File: src/rtl/div_unit.sv
// div_unit: sequential restoring divider for MIPS div/divu.
// One quotient bit per cycle on operand magnitudes, then one cycle of sign
// correction that loads Hi (remainder) and Lo (quotient).
module div_unit #(
    parameter int WIDTH = 32
) (
    input  logic             Clock,
    input  logic             Reset,
    input  logic             Start,
    input  logic             Unsigned,
    input  logic [WIDTH-1:0] Dividend,
    input  logic [WIDTH-1:0] Divisor,
    output logic             Busy,
    output logic             Done,
    output logic             DivZero,
    output logic [WIDTH-1:0] Hi,
    output logic [WIDTH-1:0] Lo
);

    localparam int CW = $clog2(WIDTH);

    typedef enum logic [2:0] {
        S_IDLE,
        S_RUN,
        S_FIX,
        S_DONE,
        S_ZERO
    } state_t;

    state_t           state_q, state_d;
    logic [CW-1:0]    cnt_q, cnt_d;
    logic [WIDTH-1:0] rem_q, rem_d;
    logic [WIDTH-1:0] quo_q, quo_d;   // dividend bits shift out the top, quotient bits in at the bottom
    logic [WIDTH-1:0] dvs_q, dvs_d;   // divisor magnitude
    logic             negq_q, negq_d;
    logic             negr_q, negr_d;
    logic [WIDTH-1:0] hi_q, hi_d;
    logic [WIDTH-1:0] lo_q, lo_d;

    // Shifted partial remainder needs one extra bit (divu with a huge
    // divisor), and the trial subtract one more for its sign.
    logic [WIDTH:0]   rem_sh;
    logic [WIDTH+1:0] trial;
    logic             trial_ok;
    logic             dvd_neg, dvs_neg;

    assign rem_sh   = {rem_q, quo_q[WIDTH-1]};
    assign trial    = {1'b0, rem_sh} - {2'b00, dvs_q};
    assign trial_ok = ~trial[WIDTH+1];
    assign dvd_neg  = ~Unsigned & Dividend[WIDTH-1];
    assign dvs_neg  = ~Unsigned & Divisor[WIDTH-1];

    assign Hi = hi_q;
    assign Lo = lo_q;

    // State and datapath registers; reset aborts any operation in flight.
    always_ff @(posedge Clock or negedge Reset) begin
        if (!Reset) begin
            state_q <= S_IDLE;
            cnt_q   <= '0;
            rem_q   <= '0;
            quo_q   <= '0;
            dvs_q   <= '0;
            negq_q  <= 1'b0;
            negr_q  <= 1'b0;
            hi_q    <= '0;
            lo_q    <= '0;
        end else begin
            state_q <= state_d;
            cnt_q   <= cnt_d;
            rem_q   <= rem_d;
            quo_q   <= quo_d;
            dvs_q   <= dvs_d;
            negq_q  <= negq_d;
            negr_q  <= negr_d;
            hi_q    <= hi_d;
            lo_q    <= lo_d;
        end
    end

    // Next-state, datapath update and status outputs.
    always_comb begin
        state_d = state_q;
        cnt_d   = cnt_q;
        rem_d   = rem_q;
        quo_d   = quo_q;
        dvs_d   = dvs_q;
        negq_d  = negq_q;
        negr_d  = negr_q;
        hi_d    = hi_q;
        lo_d    = lo_q;
        Busy    = (state_q != S_IDLE);
        Done    = (state_q == S_DONE) || (state_q == S_ZERO);
        DivZero = (state_q == S_ZERO);

        case (state_q)
            // DONE and ZERO accept a new request too, so the controller can
            // issue back-to-back on the Done cycle.
            S_IDLE, S_DONE, S_ZERO: begin
                state_d = S_IDLE;
                if (Start) begin
                    if (Divisor == '0) begin
                        state_d = S_ZERO;
                    end else begin
                        state_d = S_RUN;
                        cnt_d   = CW'(WIDTH - 1);
                        rem_d   = '0;
                        quo_d   = dvd_neg ? -Dividend : Dividend;
                        dvs_d   = dvs_neg ? -Divisor  : Divisor;
                        negq_d  = dvd_neg ^ dvs_neg;
                        negr_d  = dvd_neg;
                    end
                end
            end
            S_RUN: begin
                rem_d = trial_ok ? trial[WIDTH-1:0] : rem_sh[WIDTH-1:0];
                quo_d = {quo_q[WIDTH-2:0], trial_ok};
                if (cnt_q == '0) begin
                    state_d = S_FIX;
                end else begin
                    cnt_d = cnt_q - 1'b1;
                end
            end
            S_FIX: begin
                // 0x80000000 / -1 wraps back to 0x80000000 here by itself.
                lo_d    = negq_q ? -quo_q : quo_q;
                hi_d    = negr_q ? -rem_q : rem_q;
                state_d = S_DONE;
            end
            default: state_d = S_IDLE;
        endcase
    end

endmodule
File: config.mk
export PLATFORM = sky130hd
export DESIGN_NAME = div_unit
export DESIGN_NICKNAME = d
export VERILOG_FILES = /design/src/rtl/div_unit.sv
export SDC_FILE = /design/constraint.sdc
export NUM_CORES = 1
export LEC_CHECK = 0
export BUFFER_PORTS_ARGS = -buffer_cell sky130_fd_sc_hd__buf_4
export CORE_UTILIZATION = 41
export DETAILED_ROUTE_END_ITERATION = 12
export GPL_TIMING_DRIVEN = 0
export HOLD_SLACK_MARGIN = 0.1
export PLACE_DENSITY = 0.69
export SYNTH_ARGS = -nofsm -noshare
export SYNTH_HDL_FRONTEND = slang
export SYNTH_SLANG_ARGS = --single-unit
File: constraint.sdc
create_clock -name Clock -period 3.94 [get_ports Clock]
set_clock_uncertainty 0.15 [all_clocks]
set_input_delay 0.591 -clock Clock [delete_from_list [all_inputs] [get_ports Clock]]
set_output_delay 0.591 -clock Clock [all_outputs]
set_load 0.02 [all_outputs]
==> summary.md <==
| Metric | Value |
|---|---|
| Status | `complete, but fails checks` |
| Violated checks | `DRC` |
| Clock tree from TritonCTS | `yes` |
| Buffers on Ports | `134` |
| Die outline height | `166 um` |
| Mean routed wirelength per cell | `17.3 um` |
| Share of layout cells above drive strength 1 | `14.5%` |
| Antenna violations before repair | `0` |
| Shortest period the worst path allows | `3.62 ns` |
| Synthesized netlist net count | `1377` |
| Die extent in x | `166 um` |
| Remaining antenna violation count | `0` |
| Netlist Area Pre-Place | `11000 um2` |
| Worst Path Required | `4.14 ns` |
| Arithmetic-cell share of the synthesized area counting full adders, half adders and majority gates | `4.48%` |
| Reg clk slew, reported paths | `0.07 ns` |
| Half-perimeter wire length of the detailed placement result | `23800 um` |
| Full die area | `27600 um2` |
| Filler cells | `2530` |
| Slew Limit Headroom | `21.8%` |
| Endpoint with the worst hold slack | `negq_q` |
| Post-synthesis mux area share | `1.99%` |
| Number of buffers added by the clock tree synthesis step | `17` |
| Async set-or-reset flop fraction in the synthesized netlist | `100%` |
| Number of placed I/O pins | `135` |
| Part of the Yosys area used for sequential elements | `38.5%` |
| Via count | `9907` |
| Count of non-filler cells in the finished layout | `1772` |
| Critical path startpoint category | `register` |
| Final weighted congestion of routability-driven global placement | `0.909` |
| Average cell area after synthesis | `8.70 um2` |
| Worst IR Drop VDD | `322 uV` |
| Diodes inserted | `0` |
| Most frequent cell on the critical path | `sky130_fd_sc_hd__o21ai_0` |
| Final clock period utilization by the worst path | `91.9%` |
| Worst skew pair latency | `0.43 ns` |
| Buffer depth of the longest clock path | `2` |
| Slew of the pin with the lowest slew margin | `1.17 ns` |
| Main combinational cell family by area after synthesis | `compound AO/OA/AOI/OAI gates` |
| Maximum capacitance violations | `0` |
| Ys Warns | `0` |
| CTS H-tree depth | `4` |
| Drt first pass iters | `9` |
| Most used cells in the layout excluding fill and tap cells | `sky130_fd_sc_hd__o21ai_0 (175), sky130_fd_sc_hd__nand2_1 (171), sky130_fd_sc_hd__dfrtp_1 (170)` |
| Synthesized-area fraction occupied by xor and xnor cells | `11.7%` |
| Library cell used as clock root buffer | `sky130_fd_sc_hd__clkbuf_16` |
| Placed Instance Area | `12500 um2` |
| Area of combinational cells with multiple inputs | `6300 um2` |
| Slack of the worst reg-to-reg path | `0.32 ns` |
| Core area | `26300 um2` |
| Capture instance of the worst register-to-register path | `rem_q[19]` |
| Fmax | `276 MHz` |
| Most common library cell in the layout ignoring fill and taps | `sky130_fd_sc_hd__o21ai_0` |
| 1st-iter DRT viols | `655` |
| Remaining routing DRC violations | `12` |
| FF+latch count, synth | `170` |
| Register area | `4250 um2` |
| Synthesized netlist cell count | `1270` |
| Via count of the first global-routing pass | `9572` |
| Number of nets in the finished design | `1532` |
| Total count of max-transition violations in the final report | `0` |
| Post-synth EDFFs | `0` |
| Total setup violations reported at the end of the flow | `0` |
| Dpl cells | `1740` |
| Leading register cell type out of synthesis | `sky130_fd_sc_hd__dfrtp_1` |
| Fin. Hold Viols | `0` |
| FP Rows | `59` |
| Tot GR Track Use | `22.6%` |
| Number of gates given a new drive strength after cts | `0` |
| Longest individual stage delay on the worst path | `0.58 ns` |
| Reg2Reg Depth | `12` |
| Number of library cell types mapped by synthesis | `66` |
| Total Negative Setup Slacks | `0 ns` |
| Total power per unit cell area | `869 nW/um2` |
| Largest fanout of any net on the critical path | `10` |
| Cell chain of the critical path | `ha_1 > clkbuf_1 > nand4_1 > or4_1 > nor2_1 > o21ai_0 > nor3b_2 > o211ai_1 > buf_4 > buf_2 > o21ai_0 > o21ai_0` |
| Number of clock sinks | `170` |
| Setup CP Type | `reg -> reg` |
| Simple-gate area share of the yosys netlist | `16.9%` |
| Worst hold-check path type | `in -> reg` |
| Number of instances on the worst hold path | `2` |
| Mean number of vias per cell | `5.59` |
| Initial core utilization | `42.0%` |
| Setup repair after global routing missed its margin | `false` |
| Reported leakage power | `5.67 nW` |
| Arr. time, crit path | `3.82 ns` |
| Final cell utilization of the core | `49.7%` |
| Compound-Gate Fraction of Synth Area | `21.9%` |
| Cell area after layout | `13100 um2` |
| Nature of the critical path endpoint | `register` |
| Pin count of the biggest net entering global routing | `87` |
| Total overflow reported by the global router | `0` |
| Slowest cell on the critical path | `sky130_fd_sc_hd__or4_1` |
| Global-route wire length before repair | `50000 um` |
| Critical R2R Launch | `rem_q[21]` |
| Synth-to-Final Area Change | `18.3%` |
| WL final | `30600 um` |
| Hold Crit Start | `Unsigned` |
## power breakdown
part	internal (W)	total [W]	switching, W
clock	0.000876	0.00162	0.000740
sequential	0.00243	0.00323	0.000796
combinational	0.00272	0.00651	0.00379
total	0.00603	0.0114	0.00533
## registers in the layout, indices dropped and copies added (netlist names)
name and cells:
Hi 32, Lo 32, cnt_q 5, dvs_q 32
negq_q 1, negr_q 1, quo_q 32, rem_q 32
state_q 3
## synthesized netlist by cell type (15+ instances only)
cell type                  count  area [um2]
sky130_fd_sc_hd__o21ai_0     175         876
sky130_fd_sc_hd__clkbuf_1     51         191
sky130_fd_sc_hd__xor2_1      102         893
sky130_fd_sc_hd__a221o_1      29         290
sky130_fd_sc_hd__nor2_1       74         278
sky130_fd_sc_hd__or3_1        19         119
sky130_fd_sc_hd__mux2i_1      22         220
sky130_fd_sc_hd__o41ai_1      17         149
sky130_fd_sc_hd__xnor2_1      46         403
sky130_fd_sc_hd__ha_1         38         475
sky130_fd_sc_hd__o31ai_1      30         225
sky130_fd_sc_hd__dfrtp_1     170        4250
sky130_fd_sc_hd__nor3_1       18        90.1
sky130_fd_sc_hd__or4_1        15         113
sky130_fd_sc_hd__nand3_1      23         115
sky130_fd_sc_hd__a21oi_1      57         285
sky130_fd_sc_hd__inv_1        55         206
sky130_fd_sc_hd__nand2_1     171         642
## critical path, delay by kind of cell, from the launching register on
kind | cells | cell delay [ns]
AND/OR/NAND/NOR | 4 | 1.08
buffers and inverters | 3 | 0.87
AO/OA/AOI/OAI | 4 | 0.69
flip-flops | 1 | 0.44
adder cells (fa/ha/maj) | 1 | 0.30
## per-layer routing
metal / track usage, % / up-vias / share of wire, %
met2: 35.6 / 290 / 45
met3: 3.62 / 41 / 6.4
met5: 0 / - / 0
li1: - / 4848 / -
met4: 7.44 / 0 / 2.1
met1: 31.6 / 4728 / 47
## metrics by stage
stage	hold slack (ns)	total power [W]	worst slack (ns)
floorplan	0.145	0.00786	0.927
global placement	0.314	0.00952	0.408
detailed placement	0.322	0.00966	0.371
CTS	0.269	0.0113	0.335
global route	0.283	0.0123	0.0255
finish	0.279	0.0114	0.320
## cells by family after synthesis
logic type,after synthesis
compound gates,380
xor+xnor,148
fa+ha+maj,39
buf+inv,123
flops,170
mux,22
simple gates,388
## worst max path at each step
stage	depth (start not counted)	start	slack [ns]	end
after global placement	12	rem_q[21]	0.41	rem_q[19]
after global routing	12	rem_q[16]	0.03	rem_q[19]
final	12	rem_q[21]	0.32	rem_q[19]
after detailed placement	12	rem_q[21]	0.37	rem_q[19]
after CTS	12	rem_q[21]	0.33	rem_q[19]
after floorplan	8	Dividend[8]	0.93	quo_q[23]
## layout make-up
| type | instances | share of cell area (%) |
|---|---|---|
| plain buffers | 68 | 2.21 |
| well taps | 335 | 3.21 |
| inverters | 55 | 1.58 |
| multi-input cells | 977 | 48.2 |
| clock inverters | 12 | 0.919 |
| flip-flops and latches | 170 | 32.5 |
| repair buffers | 136 | 8.04 |
| clock buffers | 19 | 3.31 |
## what timing repair did
item	in CTS	in global routing
endpoints found under the hold margin	84	0
hold buffers	1	0
buffers inserted	0	0
Power figures use the tool's default switching activity.
